===== src/rtl/udp_rx_frame_ctrl.sv =====
// Per-frame receive sequencer: walks Ethernet/IP/UDP headers on the MAC byte
// stream, validates the UDP header and forwards the payload of accepted frames.
module udp_rx_frame_ctrl #(
  parameter int unsigned ETH_HDR_LEN = 14,
  parameter int unsigned IP_HDR_LEN  = 20,
  parameter int unsigned UDP_HDR_LEN = 8,
  parameter int unsigned CNT_W       = 16
) (
  input  logic             aclk,
  input  logic             areset,
  input  logic [7:0]       data_in,
  input  logic             data_valid,
  input  logic             eth_type_ip_valid,
  input  logic             ip_header_valid,
  input  logic [15:0]      udp_port,
  output logic             ip_hdr_en,
  output logic [7:0]       payload_data,
  output logic             payload_valid,
  output logic             payload_last,
  output logic             frame_ok,
  output logic             frame_drop,
  output logic [CNT_W-1:0] ok_count,
  output logic [CNT_W-1:0] drop_count,
  output logic [2:0]       state_pin
);

  localparam int unsigned IDX_W = 8;
  localparam int unsigned LEN_W = 16;

  typedef enum logic [2:0] {
    S_IDLE     = 3'd0,
    S_ETH_HDR  = 3'd1,
    S_IP_HDR   = 3'd2,
    S_UDP_HDR  = 3'd3,
    S_PAYLOAD  = 3'd4,
    S_WAIT_END = 3'd5,
    S_DROP     = 3'd6
  } state_t;

  state_t             state_q, state_d;
  logic [IDX_W-1:0]   idx_q, idx_d;
  logic [LEN_W-1:0]   remaining_q, remaining_d;
  logic               ip_ok_q, ip_ok_d;
  logic [15:0]        dst_port_q, dst_port_d;
  logic [LEN_W-1:0]   udp_len_q, udp_len_d;
  logic [7:0]         payload_data_q, payload_data_d;
  logic               payload_valid_q, payload_valid_d;
  logic               payload_last_q, payload_last_d;
  logic               frame_ok_q, frame_ok_d;
  logic               frame_drop_q, frame_drop_d;
  logic [CNT_W-1:0]   ok_count_q, ok_count_d;
  logic [CNT_W-1:0]   drop_count_q, drop_count_d;
  logic               ip_ok_now;
  logic               udp_accept;

  // IP verdict may land on the same cycle as the final UDP header byte
  assign ip_ok_now  = ip_ok_q | ip_header_valid;
  assign udp_accept = ip_ok_now && (dst_port_q == udp_port) &&
                      (udp_len_q >= LEN_W'(UDP_HDR_LEN));

  always_comb begin
    state_d         = state_q;
    idx_d           = idx_q;
    remaining_d     = remaining_q;
    ip_ok_d         = ip_ok_q;
    dst_port_d      = dst_port_q;
    udp_len_d       = udp_len_q;
    payload_data_d  = '0;
    payload_valid_d = 1'b0;
    payload_last_d  = 1'b0;
    frame_ok_d      = 1'b0;
    frame_drop_d    = 1'b0;
    ok_count_d      = ok_count_q;
    drop_count_d    = drop_count_q;

    unique case (state_q)
      S_IDLE: begin
        if (data_valid) begin
          state_d = S_ETH_HDR;
          idx_d   = IDX_W'(1);
        end
      end
      S_ETH_HDR: begin
        if (!data_valid) begin
          frame_drop_d = 1'b1;
          state_d      = S_IDLE;
        end else if (idx_q == IDX_W'(ETH_HDR_LEN - 1)) begin
          state_d = S_IP_HDR;
          idx_d   = '0;
        end else begin
          idx_d = idx_q + IDX_W'(1);
        end
      end
      S_IP_HDR: begin
        if (!data_valid) begin
          frame_drop_d = 1'b1;
          state_d      = S_IDLE;
        end else if (idx_q == '0 && !eth_type_ip_valid) begin
          frame_drop_d = 1'b1;
          state_d      = S_DROP;
        end else if (idx_q == IDX_W'(IP_HDR_LEN - 1)) begin
          state_d = S_UDP_HDR;
          idx_d   = '0;
          ip_ok_d = 1'b0;
        end else begin
          idx_d = idx_q + IDX_W'(1);
        end
      end
      S_UDP_HDR: begin
        if (!data_valid) begin
          frame_drop_d = 1'b1;
          state_d      = S_IDLE;
        end else begin
          ip_ok_d = ip_ok_now;
          // Destination port and length fields, big-endian
          if (idx_q == IDX_W'(2)) dst_port_d[15:8] = data_in;
          if (idx_q == IDX_W'(3)) dst_port_d[7:0]  = data_in;
          if (idx_q == IDX_W'(4)) udp_len_d[15:8]  = data_in;
          if (idx_q == IDX_W'(5)) udp_len_d[7:0]   = data_in;
          if (idx_q == IDX_W'(UDP_HDR_LEN - 1)) begin
            if (!udp_accept) begin
              frame_drop_d = 1'b1;
              state_d      = S_DROP;
            end else if (udp_len_q == LEN_W'(UDP_HDR_LEN)) begin
              frame_ok_d = 1'b1;
              state_d    = S_WAIT_END;
            end else begin
              remaining_d = udp_len_q - LEN_W'(UDP_HDR_LEN);
              state_d     = S_PAYLOAD;
            end
          end else begin
            idx_d = idx_q + IDX_W'(1);
          end
        end
      end
      S_PAYLOAD: begin
        if (!data_valid) begin
          frame_drop_d = 1'b1;
          state_d      = S_IDLE;
        end else begin
          payload_data_d  = data_in;
          payload_valid_d = 1'b1;
          remaining_d     = remaining_q - LEN_W'(1);
          if (remaining_q == LEN_W'(1)) begin
            payload_last_d = 1'b1;
            frame_ok_d     = 1'b1;
            state_d        = S_WAIT_END;
          end
        end
      end
      S_WAIT_END, S_DROP: begin
        if (!data_valid) state_d = S_IDLE;
      end
      default: state_d = S_IDLE;
    endcase

    // Saturating statistics
    if (frame_ok_d && (ok_count_q != '1))     ok_count_d   = ok_count_q + CNT_W'(1);
    if (frame_drop_d && (drop_count_q != '1)) drop_count_d = drop_count_q + CNT_W'(1);
  end

  always_ff @(posedge aclk) begin
    if (areset) begin
      state_q         <= S_IDLE;
      idx_q           <= '0;
      remaining_q     <= '0;
      ip_ok_q         <= 1'b0;
      dst_port_q      <= '0;
      udp_len_q       <= '0;
      payload_data_q  <= '0;
      payload_valid_q <= 1'b0;
      payload_last_q  <= 1'b0;
      frame_ok_q      <= 1'b0;
      frame_drop_q    <= 1'b0;
      ok_count_q      <= '0;
      drop_count_q    <= '0;
    end else begin
      state_q         <= state_d;
      idx_q           <= idx_d;
      remaining_q     <= remaining_d;
      ip_ok_q         <= ip_ok_d;
      dst_port_q      <= dst_port_d;
      udp_len_q       <= udp_len_d;
      payload_data_q  <= payload_data_d;
      payload_valid_q <= payload_valid_d;
      payload_last_q  <= payload_last_d;
      frame_ok_q      <= frame_ok_d;
      frame_drop_q    <= frame_drop_d;
      ok_count_q      <= ok_count_d;
      drop_count_q    <= drop_count_d;
    end
  end

  // Section enable is a decode of the state register so it lines up with data_in
  assign ip_hdr_en     = (state_q == S_IP_HDR);
  assign payload_data  = payload_data_q;
  assign payload_valid = payload_valid_q;
  assign payload_last  = payload_last_q;
  assign frame_ok      = frame_ok_q;
  assign frame_drop    = frame_drop_q;
  assign ok_count      = ok_count_q;
  assign drop_count    = drop_count_q;
  assign state_pin     = state_q;

endmodule


===== config.mk =====
export PLATFORM = sky130hd
export DESIGN_NAME = udp_rx_frame_ctrl
export DESIGN_NICKNAME = d
export VERILOG_FILES = /design/src/rtl/udp_rx_frame_ctrl.sv
export SDC_FILE = /design/constraint.sdc
export NUM_CORES = 1
export LEC_CHECK = 0
export ABC_AREA = 1
export BUFFER_PORTS_ARGS = -buffer_cell sky130_fd_sc_hd__buf_2
export CORE_UTILIZATION = 53
export DETAILED_ROUTE_END_ITERATION = 12
export PLACE_DENSITY = 0.8
export SLEW_MARGIN = 0
export SYNTH_ARGS = -nofsm -noshare
export SYNTH_HDL_FRONTEND = slang
export SYNTH_SLANG_ARGS = --single-unit
export TNS_END_PERCENT = 30

===== constraint.sdc =====
create_clock -name aclk -period 1.7 [get_ports aclk]
set_input_delay 0.255 -clock aclk [delete_from_list [all_inputs] [get_ports aclk]]
set_output_delay 0.255 -clock aclk [all_outputs]
set_load 0.005 [all_outputs]

Yosys cells after proc, flatten, opt, wreduce, memory -nomap -nowiden:

Cells that the tools add are included.

* latch bits: 0
* register bits: 104
* output and inout port bits: 48
* RAM bits: 0
* memories: 0
* bits in read-only memories: 0
* word-level logic and storage cells: 130
* input bits: 29

* shifts and indexed selects: 0
* reduce and logical (&&, ||, !) cells: 23
* equality and inequality tests: 34
* $lt $le $gt $ge: 1
* $mul: 0
* bitwise operators: 3
* divide/modulo/power cells: 0
* multiplexer cells: 49
* $add $sub $neg: 5

Operators by type and width (number)
* $mux 16: 5
* $mux 8: 8
* $mux 3: 11
* $add 16x1->16 const B: 2
* $ne 16x16->1 const B: 2
* $pmux 16 s2: 1
* $pmux 8 s4: 1
* $eq 8x3->1 const B: 3
* $ne 2x2->1 const B: 11
* $mux 1: 18
* $pmux 3 s6: 1
* $eq 16x1->1 const B: 1
* $eq 16x16->1: 1
* $eq 16x4->1 const B: 1
* $eq 8x2->1 const B: 2
* $ge 16x4->1 const B: 1
* $sub 16x1->16 const B: 1
* $sub 16x4->16 const B: 1
* $reduce_and 3->1: 4
* $reduce_and 6->1: 2
* $eq 3x3->1 const B: 3
* $ne 3x3->1 const B: 3
* $add 8x1->8 const B: 1
* $eq 8x4->1 const B: 1
* 20 further kinds: 30

Longest topological paths before layout:

Gate-level depths: netlist of the first run.

* depth after elaboration: 8
* mapped depth: 13
* mapped depth without buffers: 13

Worst setup path after synthesis of the first run:

Ideal clock, no wire load.

* path type: register to register
* start: reg drop_count_q[0], in the netlist drop_count[0]
* end: reg drop_count_q[10], in the netlist drop_count[10]
* path buffers: 1
* arrival: 1.610 ns
* required time: 1.568 ns
* stages on the path, launching flop included: 10
* setup slack: -0.042 ns
* path through: dfxtp_1 ha_1 nand2_1 nor3_2 nand4_1 inv_1 nand2_1 clkbuf_1 nand4_1 a21oi_1

* word-level cells in the longest chain between the ends: 2

RTL lines
* start, declared: line 52 `logic [CNT_W-1:0] drop_count_q, drop_count_d;`
* start signal, assigned: line 190 `drop_count_q <= drop_count_d;`
* parallel branches: the longest is 2 deep, another holds $add 16x1->16

Parallel ways; which one is timed is not known.
A chain may end at the register's enable or synchronous reset.

Worst setup path after layout of the first run:

* start: reg remaining_q[7]
* end: reg ok_count_q[9], in the netlist ok_count[9]

* word-level cells in the longest chain between the ends: 5

RTL lines
* start, declared: line 42 `logic [LEN_W-1:0] remaining_q, remaining_d;`
* start signal, assigned: line 180 `remaining_q <= remaining_d;`
* $eq 16x1->1: line 144 `if (remaining_q == LEN_W'(1)) begin`
* $mux 1: line 144
* $mux 1: line 137 `if (!data_valid) begin`
* $pmux 1 s2: line 76 `unique case (state_q)`
* $logic_and 1x1->1: line 158 `if (frame_ok_d && (ok_count_q != '1)) ok_count_d = ok_count_q + CNT_W'(1);`
* end signal, assigned: line 189 `ok_count_q <= ok_count_d;`
* end, declared: line 51 `logic [CNT_W-1:0] ok_count_q, ok_count_d;`

Every way passes these cells.

==> flow_metrics.env, run 1 <==
export IMPL_max_freq_mhz=548.7
export IMPL_drt_drc_violations_left=0
export IMPL_fp_dieArea_mm2=0.01169
export IMPL_leading_cell_type_in_the_layout_fill_and_taps_excluded="nand2_1"
export IMPL_core_area_mm2=0.01089
export IMPL_clk_pin_slew_ns=0.10
export IMPL_syn_num_nets=949
export IMPL_crit_share_post_route=1.072
export IMPL_ys_dominant_reg_cell="dfxtp_1"
export IMPL_vias_per_cell=5.475
export IMPL_standard_cell_with_the_maximum_stage_delay_on_the_critical_path="dfxtp_4"
export IMPL_peakVddDrop_mv=0.5772
export IMPL_antenna_found_initial=0
export IMPL_slew_of_the_pin_with_the_lowest_slew_margin_ns=0.3772
export IMPL_postRouteAntennaNets=0
export IMPL_finalClockSkew_ns=0.01376
export IMPL_grt_first_pass_wirelength_mm=26.45
export IMPL_max_cap_violations=0
export IMPL_fillers=784
export IMPL_failed_checks="setup timing"
export IMPL_worst_ep_required_time_ns=2.04
export IMPL_cts_sinks=104
export IMPL_nNetsFinal=1149
export IMPL_vias=6871
export IMPL_cp_top_family="simple AND/OR/NAND/NOR gates"
export IMPL_timing_setup_critical_path_class="flop to flop"
export IMPL_grt_start_max_net_pins=44
export IMPL_clock_tree_htree_level_count=3
export IMPL_netlist_instances=911
export IMPL_postSynthAreaPerCell_um2=6.553
export IMPL_worstSetupStartpointType="flop"
export IMPL_clockBufferDepth=2
export IMPL_first_global_vias=6040
export IMPL_synth_enable_flop_cells=0
export IMPL_rsz0062_at_grt="true"
export IMPL_async_flop_share=0
export IMPL_cp_max_fo=12
export IMPL_drtPass1Iterations=5
export IMPL_die_h_um=108.1
export IMPL_area_growth_synth_to_final_pct=36.72
export IMPL_die_x_um=108.1
export IMPL_wl_per_cell_um=14.23
export IMPL_globalRouteOverflowTotal=0
export IMPL_post_synth_instance_area_mm2=0.005969
export IMPL_tritoncts_num_buffers=9
export IMPL_final_hold_violation_count=0
export IMPL_drive_above_1_share=0.3336
export IMPL_power_static_leakage_nw=3.727
export IMPL_design_power_total_mw=4.833
export IMPL_pwr_density_cell_mw_per_mm2=592.1
export IMPL_maxSlewViolCount=0
export IMPL_timing_final_setup_violations=35
export IMPL_fin_hold_ws_ns=0.1367
export IMPL_initial_standard_cell_utilization_of_the_core=0.5483
export IMPL_cts_hold_buffers_added=0
export IMPL_numPortBuffers=76
export IMPL_tritoncts="yes"
export IMPL_finalCriticalPeriod_ns=1.823
export IMPL_timing_critical_path_buf_inv=1
export IMPL_kind_of_path_behind_the_tightest_hold_check="input pin to flop"
export IMPL_cpPeakStageDelay_ns=0.36
export IMPL_slew_limit_headroom=0.7466
export IMPL_routed_wl_mm=17.86
export IMPL_status="complete, but fails checks"
export IMPL_groute_usage_overall=0.2841
export IMPL_critical_path_cell_chain="or2_4, nor2_4, nand3_2, nor2_4, nand4_1, nand2_4, clkbuf_16, nand3_1, nand2_1, nand2_1, nor2_1"
export IMPL_detailedPlace_worstSlack_ns=-0.08499
export IMPL_clk_insertion_delay_late_ns=0.39
export IMPL_drt_initial_drc_count=461
export IMPL_cts_root_buf="clkbuf_8"
export IMPL_detailed_place_hpwl_mm=11.90
export IMPL_postLayoutSetupSlackWorst_ns=-0.1225
export IMPL_critical_path_endpoint_type="flop"
export IMPL_ys_seq_elements=104
export IMPL_synth_seq_area_share=0.3488
export IMPL_synth_cell_type_count=39
export IMPL_io_pins=77
export IMPL_final_cell_mix="nand2_1, buf_4, nor2_1, inv_1, buf_2"
export IMPL_antenna_cells=0
export IMPL_synth_warnings=0
export IMPL_placementRows=38
export IMPL_gpl_final_weighted_congestion=0.9704
export IMPL_cp_arrival_ns=2.16
-- power by group --
group / internal [mW] / switching, mW / total [mW]
Sequential: 2.46 / 0.0244 / 2.49
Combinational: 0.355 / 0.532 / 0.888
Clock: 0.602 / 0.855 / 1.46
-- synthesized netlist by cell type, types with 6 or more instances --
cell type,count,area [um2]
nand4_1,29,181.4
inv_1,109,409.1
a21oi_1,80,400.4
nor4_1,6,37.54
clkbuf_1,14,52.55
nor2_2,7,43.79
o21ai_0,74,370.4
xor2_1,22,192.7
ha_1,9,112.6
nand2_2,6,37.54
nor2_1,134,503.0
nand3_1,62,310.3
nor3_1,14,70.07
nand2_1,180,675.7
dfxtp_1,104,2082
xnor2_1,14,122.6
-- per-stage QoR --
step                  util  TNS [ns]  instance area [um2]  cells
floorplan                -  -0.01290                 5977    911
global placement    0.6738   -0.6449                 7336   1223
detailed placement  0.6738    -1.752                 7336   1223
CTS                 0.6993  -0.04404                 7614   1240
global route        0.7496    -7.761                 8162   1255
finish              0.7496    -1.738                 8162   1255
-- per-layer routing --
| layer | global-route usage | share of wire |
|---|---|---|
| met4 | 0.1096 | 0.026 |
| met1 | 0.3479 | 0.42 |
| met5 | 0 | 0 |
| met3 | 0.06450 | 0.061 |
| met2 | 0.4823 | 0.50 |
-- worst paths after layout --
| check | from | end | slack [ns] | depth (start not counted) |
|---|---|---|---|---|
| setup / recovery | remaining_q[7]$_SDFFE_PP0P_ | ok_count[9]$_SDFFE_PP0P_ | -0.12 | 11 |
| hold / removal | data_in[5] | payload_data[5]$_SDFF_PP0_ | 0.14 | 3 |
| setup reg to reg | remaining_q[7]$_SDFFE_PP0P_ | ok_count[9]$_SDFFE_PP0P_ | -0.12 | 11 |
| hold reg to reg | ip_ok_q$_SDFFE_PP0P_ | ip_ok_q$_SDFFE_PP0P_ | 0.47 | 2 |
-- worst reg2reg max path, delay by kind of cell (launching register included) --
family / cells / cell delay [ns]
and+or+nand+nor: 10 / 1.23
DFF: 1 / 0.36
buffers and inverters: 1 / 0.18
-- kinds of logic (layout without fill, tap and decap cells) --
kind of cell	Yosys count	in the layout	synth area share
buffers and inverters	142	344	0.09788
AOI/OAI and AO/OA	166	166	0.1453
and+or+nand+nor	454	456	0.3364
DFF	104	104	0.3488
xor gates and xnor gates	36	36	0.05282
adders and majority gates	9	9	0.01886
-- registers in the layout, indices dropped and copies added (netlist names) --
| name | flops |
|---|---|
| frame_drop | 1 |
| udp_len_q | 16 |
| idx_q | 8 |
| state_pin | 3 |
| payload_data | 8 |
| payload_valid | 1 |
| remaining_q | 16 |
| frame_ok | 1 |
| ok_count | 16 |
| drop_count | 16 |
| ip_ok_q | 1 |
| payload_last | 1 |
| dst_port_q | 16 |
-- final cells by class --
class	instances	area, um2	area share
multi-input combinational	667	3724	0.4562
clock buffer	12	155.1	0.01901
tap	140	175.2	0.02146
clock inverter	3	17.52	0.002146
sequential	104	2126	0.2605
timing repair buffer	213	1523	0.1866
inverter	116	441.7	0.05412
-- repair_timing --
action | in CTS | in global routing
pin swaps | 2 | 55
gates cloned | 1 | 3
endpoints found under the hold margin | 0 | 0
resized for setup | 32 | 131
buffers inserted | 1 | 12
endpoints found under the setup margin | 69 | 93
(Power assumes the default switching activity.)
==> inputs of run 2 (changes only) <==
- MAX_ROUTING_LAYER: not set -> met4
==> run 2 against run 1 <==
Effect of this change:
- the run still ends with setup timing left
- combinational power shrank 2.3%
- count of clock-buffer cells in the layout shrank 2
- power grew 2.6%
- critical endpoint is now ok_count[15]$_SDFFE_PP0P_
- utilization shrank 0.24 points
- clock skew shrank 0.0042 ns
==> flow_metrics.env, run 2 (same netlist as run 1, synthesis figures left out) <==
export IMPL_status="complete, but fails checks"
export IMPL_drt_initial_drc_count=497
export IMPL_clock_tree_htree_level_count=3
export IMPL_drt_drc_violations_left=0
export IMPL_fillers=805
export IMPL_wl_per_cell_um=14.32
export IMPL_vias=6867
export IMPL_critical_path_cell_chain="inv_2, nand3_2, nor2_4, nand2_4, nor3_4, nand4_1, nand2_4, buf_12, buf_6, nand3_2, nand2_1, nand2_1, nor2_1"
export IMPL_grt_first_pass_wirelength_mm=26.57
export IMPL_gpl_final_weighted_congestion=0.9507
export IMPL_sequential_cell_area_mm2=0.002101
export IMPL_placed_cells=1224
export IMPL_critical_path_endpoint_type="flop"
export IMPL_fp_dieArea_mm2=0.01169
export IMPL_die_h_um=108.1
export IMPL_tritoncts_num_buffers=9
export IMPL_timing_setup_critical_path_class="flop to flop"
export IMPL_postRouteAntennaNets=0
export IMPL_failed_checks="setup timing"
export IMPL_slew_limit_headroom=0.7084
export IMPL_final_cells=1256
export IMPL_antenna_found_initial=0
export IMPL_slew_of_the_pin_with_the_lowest_slew_margin_ns=0.4334
export IMPL_max_cap_violations=0
export IMPL_nNetsFinal=1150
export IMPL_cp_max_fo=6
export IMPL_io_pins=77
export IMPL_core_area_mm2=0.01089
export IMPL_clk_insertion_delay_late_ns=0.40
export IMPL_timing_final_setup_violations=48
export IMPL_rsz0062_at_grt="true"
export IMPL_max_freq_mhz=535.7
export IMPL_pwr_density_cell_mw_per_mm2=609.4
export IMPL_power_static_leakage_nw=3.712
export IMPL_final_hold_violation_count=0
export IMPL_standard_cell_with_the_maximum_stage_delay_on_the_critical_path="dfxtp_2"
export IMPL_clk_pin_slew_ns=0.10
export IMPL_finalCriticalPeriod_ns=1.867
export IMPL_area_growth_synth_to_final_pct=36.28
export IMPL_drive_above_1_share=0.3226
export IMPL_worst_ep_required_time_ns=2.04
export IMPL_maxSlewViolCount=0
export IMPL_leading_cell_type_in_the_layout_fill_and_taps_excluded="nand2_1"
export IMPL_finalClockSkew_ns=0.009593
export IMPL_kind_of_path_behind_the_tightest_hold_check="input pin to flop"
export IMPL_grt_start_max_net_pins=44
export IMPL_cts_hold_buffers_added=0
export IMPL_antenna_cells=0
export IMPL_final_cell_mix="nand2_1, buf_4, nor2_1, inv_1, dfxtp_1"
export IMPL_initial_standard_cell_utilization_of_the_core=0.5483
export IMPL_cts_root_buf="clkbuf_8"
export IMPL_vias_per_cell=5.467
export IMPL_cp_arrival_ns=2.21
export IMPL_worstSetupStartpointType="flop"
export IMPL_fin_hold_ws_ns=0.1295
export IMPL_layout_core_utilization=0.7472
export IMPL_die_x_um=108.1
export IMPL_multi_input_gate_area_mm2=0.003719
export IMPL_placementRows=38
export IMPL_groute_usage_overall=0.2950
export IMPL_postLayoutSetupSlackWorst_ns=-0.1667
export IMPL_cpPeakStageDelay_ns=0.34
export IMPL_detailed_place_hpwl_mm=12.08
export IMPL_tritoncts="yes"
export IMPL_numPortBuffers=76
export IMPL_globalRouteOverflowTotal=0
export IMPL_crit_share_post_route=1.098
export IMPL_cts_sinks=104
export IMPL_drtPass1Iterations=7
export IMPL_peakVddDrop_mv=0.6985
export IMPL_first_global_vias=6048
export IMPL_routed_wl_mm=17.98
export IMPL_clockBufferDepth=2
-- run 2: cell types whose count changed in the layout (fill, tap and decap cells not counted), sizes merged --
| cell | delta |
|---|---|
| nand2 | +1 |
| buf | -1 |
| bufinv | +1 |
| clkbuf | -2 |
| clkinvlp | +2 |
| inv | -1 |
| clkinv | +1 |
-- run 2: path summary, 6_finish.rpt --
| check | from | end | cells after the start | slack (ns) |
|---|---|---|---|---|
| worst max-delay path | idx_q[7]$_SDFFE_PP0P_ | ok_count[15]$_SDFFE_PP0P_ | 13 | -0.17 |
| worst min-delay path | data_in[5] | payload_data[5]$_SDFF_PP0_ | 3 | 0.13 |
| worst max register to register | idx_q[7]$_SDFFE_PP0P_ | ok_count[15]$_SDFFE_PP0P_ | 13 | -0.17 |
| worst min register to register | dst_port_q[14]$_SDFFE_PP0P_ | dst_port_q[14]$_SDFFE_PP0P_ | 2 | 0.48 |
-- run 2: layer usage --
metal	global-route usage	wire, um	vias up	share of wire
li1	-	-	3368	-
met1	0.3648	7540	3162	0.42
met2	0.4686	8562	272	0.48
met3	0.06329	1285	65	0.071
met4	0.1155	591	0	0.033
met5	-	0	-	0
-- run 2: where the power goes --
group	internal (mW)	switching, mW
Clock	0.710	0.889
Combinational	0.350	0.519
Sequential	2.47	0.0244
Total	3.53	1.43
-- run 2: worst max-delay path, delay by kind of cell (launching register included) --
| kind | cells | cell delay [ns] |
|---|---|---|
| simple gates | 10 | 1.18 |
| flops | 1 | 0.34 |
| buf+inv | 3 | 0.29 |
-- run 2: area by class of cell --
cell class	count	area share
Clock inverter	5	0.007075
Multi-Input combinational cell	668	0.4571
Sequential cell	104	0.2582
Timing Repair inverter	1	0.0006152
Clock buffer	10	0.01692
Tap cell	140	0.02153
Inverter	116	0.05491
Timing Repair Buffer	212	0.1836
-- run 2: what timing repair did --
action / CTS / global route
pin swaps: 10 / 44
setup endpoints to repair: 67 / 95
gates resized for setup: 38 / 122
cloned: 0 / 7
setup buffers: 3 / 7
-- run 2: per-stage QoR --
step | setup TNS, ns | total power [mW] | worst slack [ns] | instance area (um2)
after floorplan | -0.01290 | 2.966 | -0.007237 | 5977
after global routing | -11.11 | 5.140 | -0.3106 | 8135
after detailed placement | -2.068 | 3.287 | -0.09606 | 7318
after global placement | -0.8056 | 3.271 | -0.06165 | 7318
after CTS | -0.1773 | 4.872 | -0.04123 | 7636
final | -4.458 | 4.957 | -0.1667 | 8135
